$ cat config.mk
export PLATFORM = sky130hd
export DESIGN_NAME = stepper_package
export DESIGN_NICKNAME = d
export VERILOG_FILES = /design/src/rtl/stepper_package_pkg.sv /design/src/rtl/stepper_axis.sv /design/src/rtl/stepper_package.sv
export SDC_FILE = /design/constraint.sdc
export NUM_CORES = 1
export LEC_CHECK = 0
export CORE_MARGIN = 10
export CORE_UTILIZATION = 52
export CTS_CLUSTER_SIZE = 16
export DETAILED_ROUTE_END_ITERATION = 10
export PLACE_DENSITY_LB_ADDON = 0.08
export REMOVE_ABC_BUFFERS = 1
export SYNTH_ARGS = -nofsm -noshare
export SYNTH_HDL_FRONTEND = slang
export SYNTH_SLANG_ARGS = --single-unit
$ cat constraint.sdc
create_clock -name CLK -period 9.4 [get_ports CLK]
set_input_delay 1.88 -clock CLK [delete_from_list [all_inputs] [get_ports CLK]]
set_output_delay 1.88 -clock CLK [all_outputs]
set_load 0.005 [all_outputs]
$ cat src/rtl/stepper_package_pkg.sv
// Shared constants, axis state encoding and the signed target/position compare
// used by every stepper axis.
package stepper_package_pkg;

   localparam int AXES            = 6;
   localparam int WORD            = 32;
   localparam int HALF_PERIOD_DEF = 500;

   typedef enum logic [1:0] {
      IDLE  = 2'd0,
      SETUP = 2'd1,
      HIGH  = 2'd2,
      LOW   = 2'd3
   } step_state_e;

   // Sign-extend both operands before subtracting so extreme values such as
   // 0x7FFFFFFF vs 0x80000000 cannot overflow into the wrong direction.
   function automatic logic target_above(input logic [WORD-1:0] target,
                                         input logic [WORD-1:0] position);
      logic signed [WORD:0] diff;
      diff = $signed({target[WORD-1], target}) - $signed({position[WORD-1], position});
      return !diff[WORD] && (diff != '0);
   endfunction

endpackage

$ cat src/rtl/stepper_axis.sv
// One stepper channel: direction setup, fixed-width step pulse and a
// signed 32-bit position that steps on each rising pulse edge.
//
// state | meaning
// IDLE  | at target or motion not allowed; waits for a move request
// SETUP | direction just loaded; holds off the first pulse for HALF_PERIOD
// HIGH  | step pulse asserted; position already updated on entry
// LOW   | pulse deasserted; at the end the next step is decided
module stepper_axis
   import stepper_package_pkg::*;
#(
   parameter int HALF_PERIOD = HALF_PERIOD_DEF
) (
   input  logic            clk,
   input  logic            rst,
   input  logic [WORD-1:0] target,
   input  logic            power_on,
   input  logic            enable,
   output logic [WORD-1:0] position,
   output logic            pulse,
   output logic            direct
);

   localparam int            CW       = $clog2(HALF_PERIOD);
   localparam logic [CW-1:0] CNT_LOAD = CW'(HALF_PERIOD - 1);

   step_state_e     state_q, state_d;
   logic [CW-1:0]   cnt_q, cnt_d;
   logic [WORD-1:0] pos_q, pos_d;
   logic            pulse_q, pulse_d;
   logic            dir_q, dir_d;

   logic move_ok;
   logic want_up;
   logic phase_done;
   logic entering;

   assign move_ok    = power_on && enable && (target != pos_q);
   assign want_up    = target_above(target, pos_q);
   assign phase_done = (cnt_q == '0);
   assign entering   = (state_d != state_q);

   always_ff @(posedge clk or posedge rst) begin
      if (rst) begin
         state_q <= IDLE;
         cnt_q   <= '0;
         pos_q   <= '0;
         pulse_q <= 1'b0;
         dir_q   <= 1'b0;
      end else begin
         state_q <= state_d;
         cnt_q   <= cnt_d;
         pos_q   <= pos_d;
         pulse_q <= pulse_d;
         dir_q   <= dir_d;
      end
   end

   // Every phase runs to its terminal count; the target and the power/enable
   // inputs are only consulted in IDLE and at the end of LOW.
   always_comb begin
      state_d = state_q;
      unique case (state_q)
         IDLE: begin
            if (move_ok) state_d = SETUP;
         end
         SETUP: begin
            if (phase_done) state_d = HIGH;
         end
         HIGH: begin
            if (phase_done) state_d = LOW;
         end
         LOW: begin
            if (phase_done) begin
               if (!move_ok)            state_d = IDLE;
               else if (want_up == dir_q) state_d = HIGH;
               else                     state_d = SETUP;
            end
         end
         default: state_d = IDLE;
      endcase

      cnt_d = cnt_q;
      if (entering)         cnt_d = (state_d == IDLE) ? '0 : CNT_LOAD;
      else if (!phase_done) cnt_d = cnt_q - CW'(1);
   end

   // Direction only reloads when entering SETUP, so it is always stable for a
   // full HALF_PERIOD before the next rising pulse edge.
   always_comb begin
      pulse_d = (state_d == HIGH);
      dir_d   = (entering && (state_d == SETUP)) ? want_up : dir_q;
      pos_d   = pos_q;
      if (entering && (state_d == HIGH)) begin
         pos_d = dir_q ? (pos_q + WORD'(1)) : (pos_q - WORD'(1));
      end
   end

   assign position = pos_q;
   assign pulse    = pulse_q;
   assign direct   = dir_q;

endmodule

$ cat src/rtl/stepper_package.sv
// Six independent stepper axes sharing power/enable, with a registered
// common driver power enable.
module stepper_package
   import stepper_package_pkg::*;
#(
   parameter int HALF_PERIOD = HALF_PERIOD_DEF
) (
   input  logic                 CLK,
   input  logic                 RST,
   input  logic [AXES*WORD-1:0] stepCnt,
   input  logic                 currentLoopPowerOn,
   input  logic                 currentLoopEnable,
   output logic [AXES*WORD-1:0] stepperPosition,
   output logic [AXES-1:0]      powerEN,
   output logic [AXES-1:0]      thrusterPluse,
   output logic [AXES-1:0]      thrusterDirect
);

   logic [AXES-1:0] power_en_q, power_en_d;

   assign power_en_d = {AXES{currentLoopPowerOn}};

   always_ff @(posedge CLK or posedge RST) begin
      if (RST) power_en_q <= '0;
      else     power_en_q <= power_en_d;
   end

   assign powerEN = power_en_q;

   for (genvar k = 0; k < AXES; k++) begin : g_axis
      stepper_axis #(
         .HALF_PERIOD (HALF_PERIOD)
      ) u_axis (
         .clk      (CLK),
         .rst      (RST),
         .target   (stepCnt[k*WORD +: WORD]),
         .power_on (currentLoopPowerOn),
         .enable   (currentLoopEnable),
         .position (stepperPosition[k*WORD +: WORD]),
         .pulse    (thrusterPluse[k]),
         .direct   (thrusterDirect[k])
      );
   end

endmodule

# == After elaboration in Yosys (flattened, before gate mapping) ==
# Index checks and enable logic that the tools add are counted.
# classes
addsub,24
mul,0
div_mod_pow,0
n_lt_le_gt_ge,0
n_eq_ne,54
n_shift,0
muxes,66
bitwise,0
n_reduce_logical,55
# ops
operator,count
33-bit nonzero test,6
32-bit by 32-bit subtractor with 33-bit output,6
"32-bit by 1-bit adder with 32-bit output, second input constant",6
32-bit two-way mux,6
32-bit inequality test,6
"32-bit by 1-bit subtractor with 32-bit output, second input constant",6
9-bit two-way mux,18
2-bit two-way mux,36
9-bit zero test,6
"9-bit by 1-bit subtractor with 9-bit output, second input constant",6
2-bit case mux with 4 select lines,6
"2-bit == test, second input constant",18
1-bit logical AND,25
"2-bit by 1-bit == test with 1-bit output, second input constant",12
2-bit zero test,12
2-bit inequality test,6
"2-bit inequality test, second input constant",6
1-bit == test,6
1-bit zero test,6
# totals
regBits,271
latch_bits,0
mem_bits_rw,0
rom_bits,0
input_bits,196
out_inout_bits,210
word_cells,230
mem_count,0

# == Longest topological paths before layout ==
# logic_depth
word_depth,11
mapped_depth,19
depth_no_buf,16

# == Cells and area by module ==
# A second synthesis with hierarchy kept.
# unflattened
hier_cells,4419
hier_area_um2,33548.4
# by_module_without_submodules
module,n_inst,cells_per_inst,area_each_um2,seq_area_each_um2
stepper_axis (g_axis[3].u_axis ...),3,751,5642.9,1126.1
stepper_axis (g_axis[1].u_axis ...),2,723,5467.7,1126.1
stepper_axis (g_axis[0].u_axis),1,713,5617.9,1126.1
stepper_package,1,7,66.3,25.0

# == Worst setup path before layout ==
# No wires, ideal clock.
# synth_path
path_type,input-to-reg
start,input port stepCnt[106]
end,register g_axis[3].u_axis.pos_q[1]
setup_time_ns,0.128
arrival_ns,6.174
required_time_ns,9.272
slack_ns,3.098
cell_stages,17
path_buffers,3
path_cell_list,ha_1 -> clkbuf_1 -> nand4_1 -> a211oi_1 -> o31ai_4 -> and2b_1 -> o2111ai_1 -> xor2_1 -> or4_1 -> or4_1 -> or4b_1 -> o41a_1 -> a211o_1 -> nand3_2 -> buf_6 -> buf_6 -> mux2_1
# synth_via
elab_chain_len,10
elab_cells_between_ends,15
cone_classes,add/sub (1); eq/ne (4); mux (5); reduce/logical (5)
# synth_rtl
element,line,text
start: declaration,stepper_package.sv:10,"input logic [AXES*WORD-1:0] stepCnt,"
32-bit by 32-bit subtractor with 33-bit output,stepper_package_pkg.sv:21,"diff = $signed({target[WORD-1], target}) - $signed({position[WORD-1], position});"
33-bit nonzero test / 1-bit zero test (equally long branches),stepper_package_pkg.sv:22,return !diff[WORD] && (diff != '0);
1-bit logical AND,stepper_package_pkg.sv:22,
1-bit == test,stepper_axis.sv:76,else if (want_up == dir_q) state_d = HIGH;
2-bit two-way mux,stepper_axis.sv:76,
2-bit two-way mux,stepper_axis.sv:75,if (!move_ok) state_d = IDLE;
2-bit two-way mux,stepper_axis.sv:74,if (phase_done) begin
2-bit case mux with 4 select lines *,stepper_axis.sv:63,unique case (state_q)
2-bit inequality test / 2-bit == test (equally long branches),"stepper_axis.sv:41, stepper_axis.sv:94",
1-bit logical AND *,stepper_axis.sv:94,if (entering && (state_d == HIGH)) begin
end signal: assignment,stepper_axis.sv:53,pos_q <= pos_d;
end: declaration,stepper_axis.sv:29,"logic [WORD-1:0] pos_q, pos_d;"
# Mark *: on every way between the ends. The rest lies on a longest branch, timed or not.
# A chain may end at the register's enable or synchronous reset.

# == Worst setup path after layout ==
# layout_path
start,input port stepCnt[97]
end,register g_axis[3].u_axis.pos_q[12]
# Same word-level chain as after synthesis.

==> flow_metrics.py <==
metrics = {
    "cts": {
        "cts_root_buffer": "clkbuf_16",
        "cts.sinks": 271,
        "cts_resized": 0,
        "clk_latency_ns": 0.56,
        "ctsHoldBuffers": 0,
        "postCtsSetupRepairBufs": 0,
        "clkTransAtPathRegs_ns": 0.06,
        "numCtsBuffers": 38,
        "cts_max_level": 2,
        "max-clock-path-buffers": 3,
        "cts_tree": "built",
    },
    "layout": {
        "layout-drive-gt1-share_pct": 3.41,
        "multi_input_area_sq_um": 22800,
        "nFillCells": 5422,
        "area_delta_synth_final_pct": 19.4,
        "seq_area_sq_um": 6780,
        "fin_nets": 4955,
    },
    "critical_path": {
        "critPathMaxFanout": 32,
        "slowest_delay_ns": 0.54,
        "critPathTopFamily": "simple AND/OR/NAND/NOR gates",
        "crit_chain": "clkdlybuf4s50_1 > ha_1 > nor2b_1 > o31a_1 > o31ai_4 > and2b_1 > o2111ai_1 > xor2_1 > or4_1 > or4_1 > or4b_1 > o41a_1 > a211o_1 > nand3_2 > buf_4 > mux2_1",
        "worst_setup_path_end_kind": "flop",
        "crit_buf_inv": 2,
        "crit_top_cell": "or4_1",
        "critPathKind": "in2reg",
        "crit_arrival_ns": 7.46,
        "cpMaxStageDelayCell": "or4b_1",
        "crit_required_ns": 9.84,
        "cp-start-kind": "input pin",
    },
    "timing": {
        "setup_tns_ns": 0,
        "fin_hold_ws_ns": 0.501,
        "fin_ws_ns": 2.39,
        "skew_ns": 0.0127,
        "slew_headroom_pct": 38.5,
        "fmax_mhz": 143,
        "finalHoldViolations": 0,
        "rsz0062_at_grt": "no",
        "slew_viol_final": 0,
        "min_period_over_period_pct": 74.6,
        "tightestPinTransition_ns": 0.921,
        "finalSetupViolations": 0,
        "period_needed_ns": 7.01,
    },
    "routing": {
        "post_drt_wl_per_cell_um": 18.5,
        "drc": 0,
        "antenna_left": 0,
        "via_per_inst": 5.99,
        "wl_um": 96200,
        "drt-pass1-iter-count": 6,
        "drtIter0Drc": 2507,
        "vias": 31069,
    },
    "synthesis": {
        "synthFlopType": "dfrtp_1",
        "yosys_register_bits": 271,
        "syn_area_per_cell_sq_um": 7.75,
        "yosysTopAreaCell": "dfrtp_1",
        "yosysSeqAreaShare_pct": 21.7,
        "synth_area_leaders": "dfrtp_1, ha_1, a21oi_1",
        "synth-async-reset-ratio_pct": 100,
        "synth_edf_count": 0,
        "netlist_area_sq_um": 31300,
        "synth-warning-count": 0,
        "synth_cells": 4038,
        "synth.distinct_cells": 92,
        "synth_top_area_share_pct": 21.7,
    },
    "global_route": {
        "grt_pass1_wl_um": 153000,
        "grt_max_degree": 113,
        "grt_pass1_vias": 28965,
        "track_usage_pct": 26.1,
        "antenna_found_initial": 10,
        "grt-ovfl-total": 0,
    },
    "flow_run": {
        "max-cap-violations": 0,
    },
    "die": {
        "coreArea_sq_um": 59400,
        "fp.dieW_um": 265,
        "dieArea_sq_um": 70400,
        "num_rows": 89,
        "dieHeight_um": 265,
        "initial_core_util_pct": 52.7,
        "io_pins": 406,
    },
    "power": {
        "powerDensity_nw_per_um2": 96.3,
        "leakagePower_nw": 16.7,
        "irDropWorstVdd_uv": 109,
        "p_total_w": 0.00360,
    },
    "placed_design": {
        "portBuffers": 405,
        "hpwl_um": 75900,
        "gp_congestion": 0.939,
        "dp_slack_ns": 1.84,
    },
    "status": {
        "status": "completed",
    },
    "worst_hold_path": {
        "hp-class": "reg2reg",
    },
}
-- placed cells by master, fill, tap and decap left out, drive strengths merged, types with 62 or more instances in the layout --
master         instances
clkdlybuf4s50        405
nand2                391
ha                   378
a21oi                336
o21ai                329
inv                  310
nor2                 272
dfrtp                271
xnor2                155
a21o                 126
xor2                 104
nor3                 100
nand3                100
nand4                 62
-- cells by family after synthesis --
family,count (synthesis),share of synthesized area [%]
multiplexers,84,2.79
buffers and inverters,435,5.52
AO/OA/AOI/OAI,1290,26.4
adder cells (fa/ha/maj),384,15.5
XOR/XNOR,259,7.25
AND/OR/NAND/NOR,1315,20.9
flip-flops,271,21.7
-- per-stage QoR --
| step | utilization, % | cell area (sq um) | instances |
|---|---|---|---|
| floorplan | - | 30700 | 3912 |
| global placement | 60.6 | 36000 | 5108 |
| detailed placement | 60.6 | 36000 | 5108 |
| CTS | 62.9 | 37300 | 5178 |
| global route | 62.9 | 37300 | 5184 |
| finish | 62.9 | 37400 | 5186 |
-- cell type report --
cell class,count,area share (%)
clock inverters,18,0.693
inverters,309,3.13
flip-flops and latches,271,18.2
well taps,773,2.59
multi-input cells,3332,61.1
clock buffers,52,2.99
repair buffers,423,11.2
diodes,8,0.0536
-- registers in the layout, indices dropped and copies added, names as in the netlist --
| register | count |
|---|---|
| powerEN | 1 |
| g_axis.u_axis.state_q | 12 |
| g_axis.u_axis.position | 192 |
| g_axis.u_axis.direct | 6 |
| g_axis.u_axis.pulse | 6 |
| g_axis.u_axis.cnt_q | 54 |
-- cell usage after synthesis (22+ instances only) --
cell type and n:
a2111oi_0 23, a211oi_1 47, a21o_1 126, a21oi_1 336, a31oi_1 48, and2_1 30
and3_1 37, clkbuf_1 99, dfrtp_1 271, ha_1 378, inv_1 309, mux2i_1 57
nand2_1 391, nand2b_1 60, nand3_1 99, nand4_1 62, nor2_1 272, nor2b_1 54
nor3_1 100, nor3b_1 22, nor4_1 47, o211ai_1 32, o21a_1 55, o21ai_0 271
o21ai_1 58, o21bai_1 41, o22ai_1 26, o31ai_1 31, or3_1 45, xnor2_1 155
xor2_1 104
-- per-layer routing --
layer  wire length [um]  GRT usage (%)  vias up
li1                   -              -    15545
met1              43100           35.0    14458
met2              43500           42.0      921
met3               6770           5.07      141
met4               2730           7.87        4
met5                 26              0        -
-- path summary, 6_finish.rpt --
check                      depth (start not counted)                            end  slack, ns                    startpoint
setup / recovery                                  16  g_axis[3].u_axis.position[12]       2.39                   stepCnt[97]
hold / removal                                     2      g_axis[1].u_axis.cnt_q[8]       0.50     g_axis[1].u_axis.cnt_q[8]
setup reg to reg                                  16  g_axis[3].u_axis.position[12]       3.56  g_axis[3].u_axis.position[1]
hold reg to reg                                    2      g_axis[1].u_axis.cnt_q[8]       0.50     g_axis[1].u_axis.cnt_q[8]
max in group asynchronous                          3  g_axis[1].u_axis.position[22]       6.19                           RST
min in group asynchronous                          2   g_axis[4].u_axis.position[6]       1.88                           RST
-- worst reg2reg max path, cell delays in order (launching register included) --
cell,delay [ns]
dfrtp_1,0.49
inv_1,0.08
ha_1,0.29
nor2b_1,0.15
o31a_1,0.37
o31ai_4,0.38
and2b_1,0.22
o2111ai_1,0.16
xor2_1,0.17
or4_1,0.51
or4_1,0.52
or4b_1,0.54
o41a_1,0.39
a211o_1,0.27
nand3_2,0.41
buf_4,0.41
mux2_1,0.37
-- power breakdown --
part           internal, W  switching, W  total (W)
Combinational     0.000331      0.000404   0.000736
Clock              0.00100      0.000599    0.00160
Sequential         0.00122     0.0000451    0.00126
Note: power is estimated with default switching activity, not from simulation.
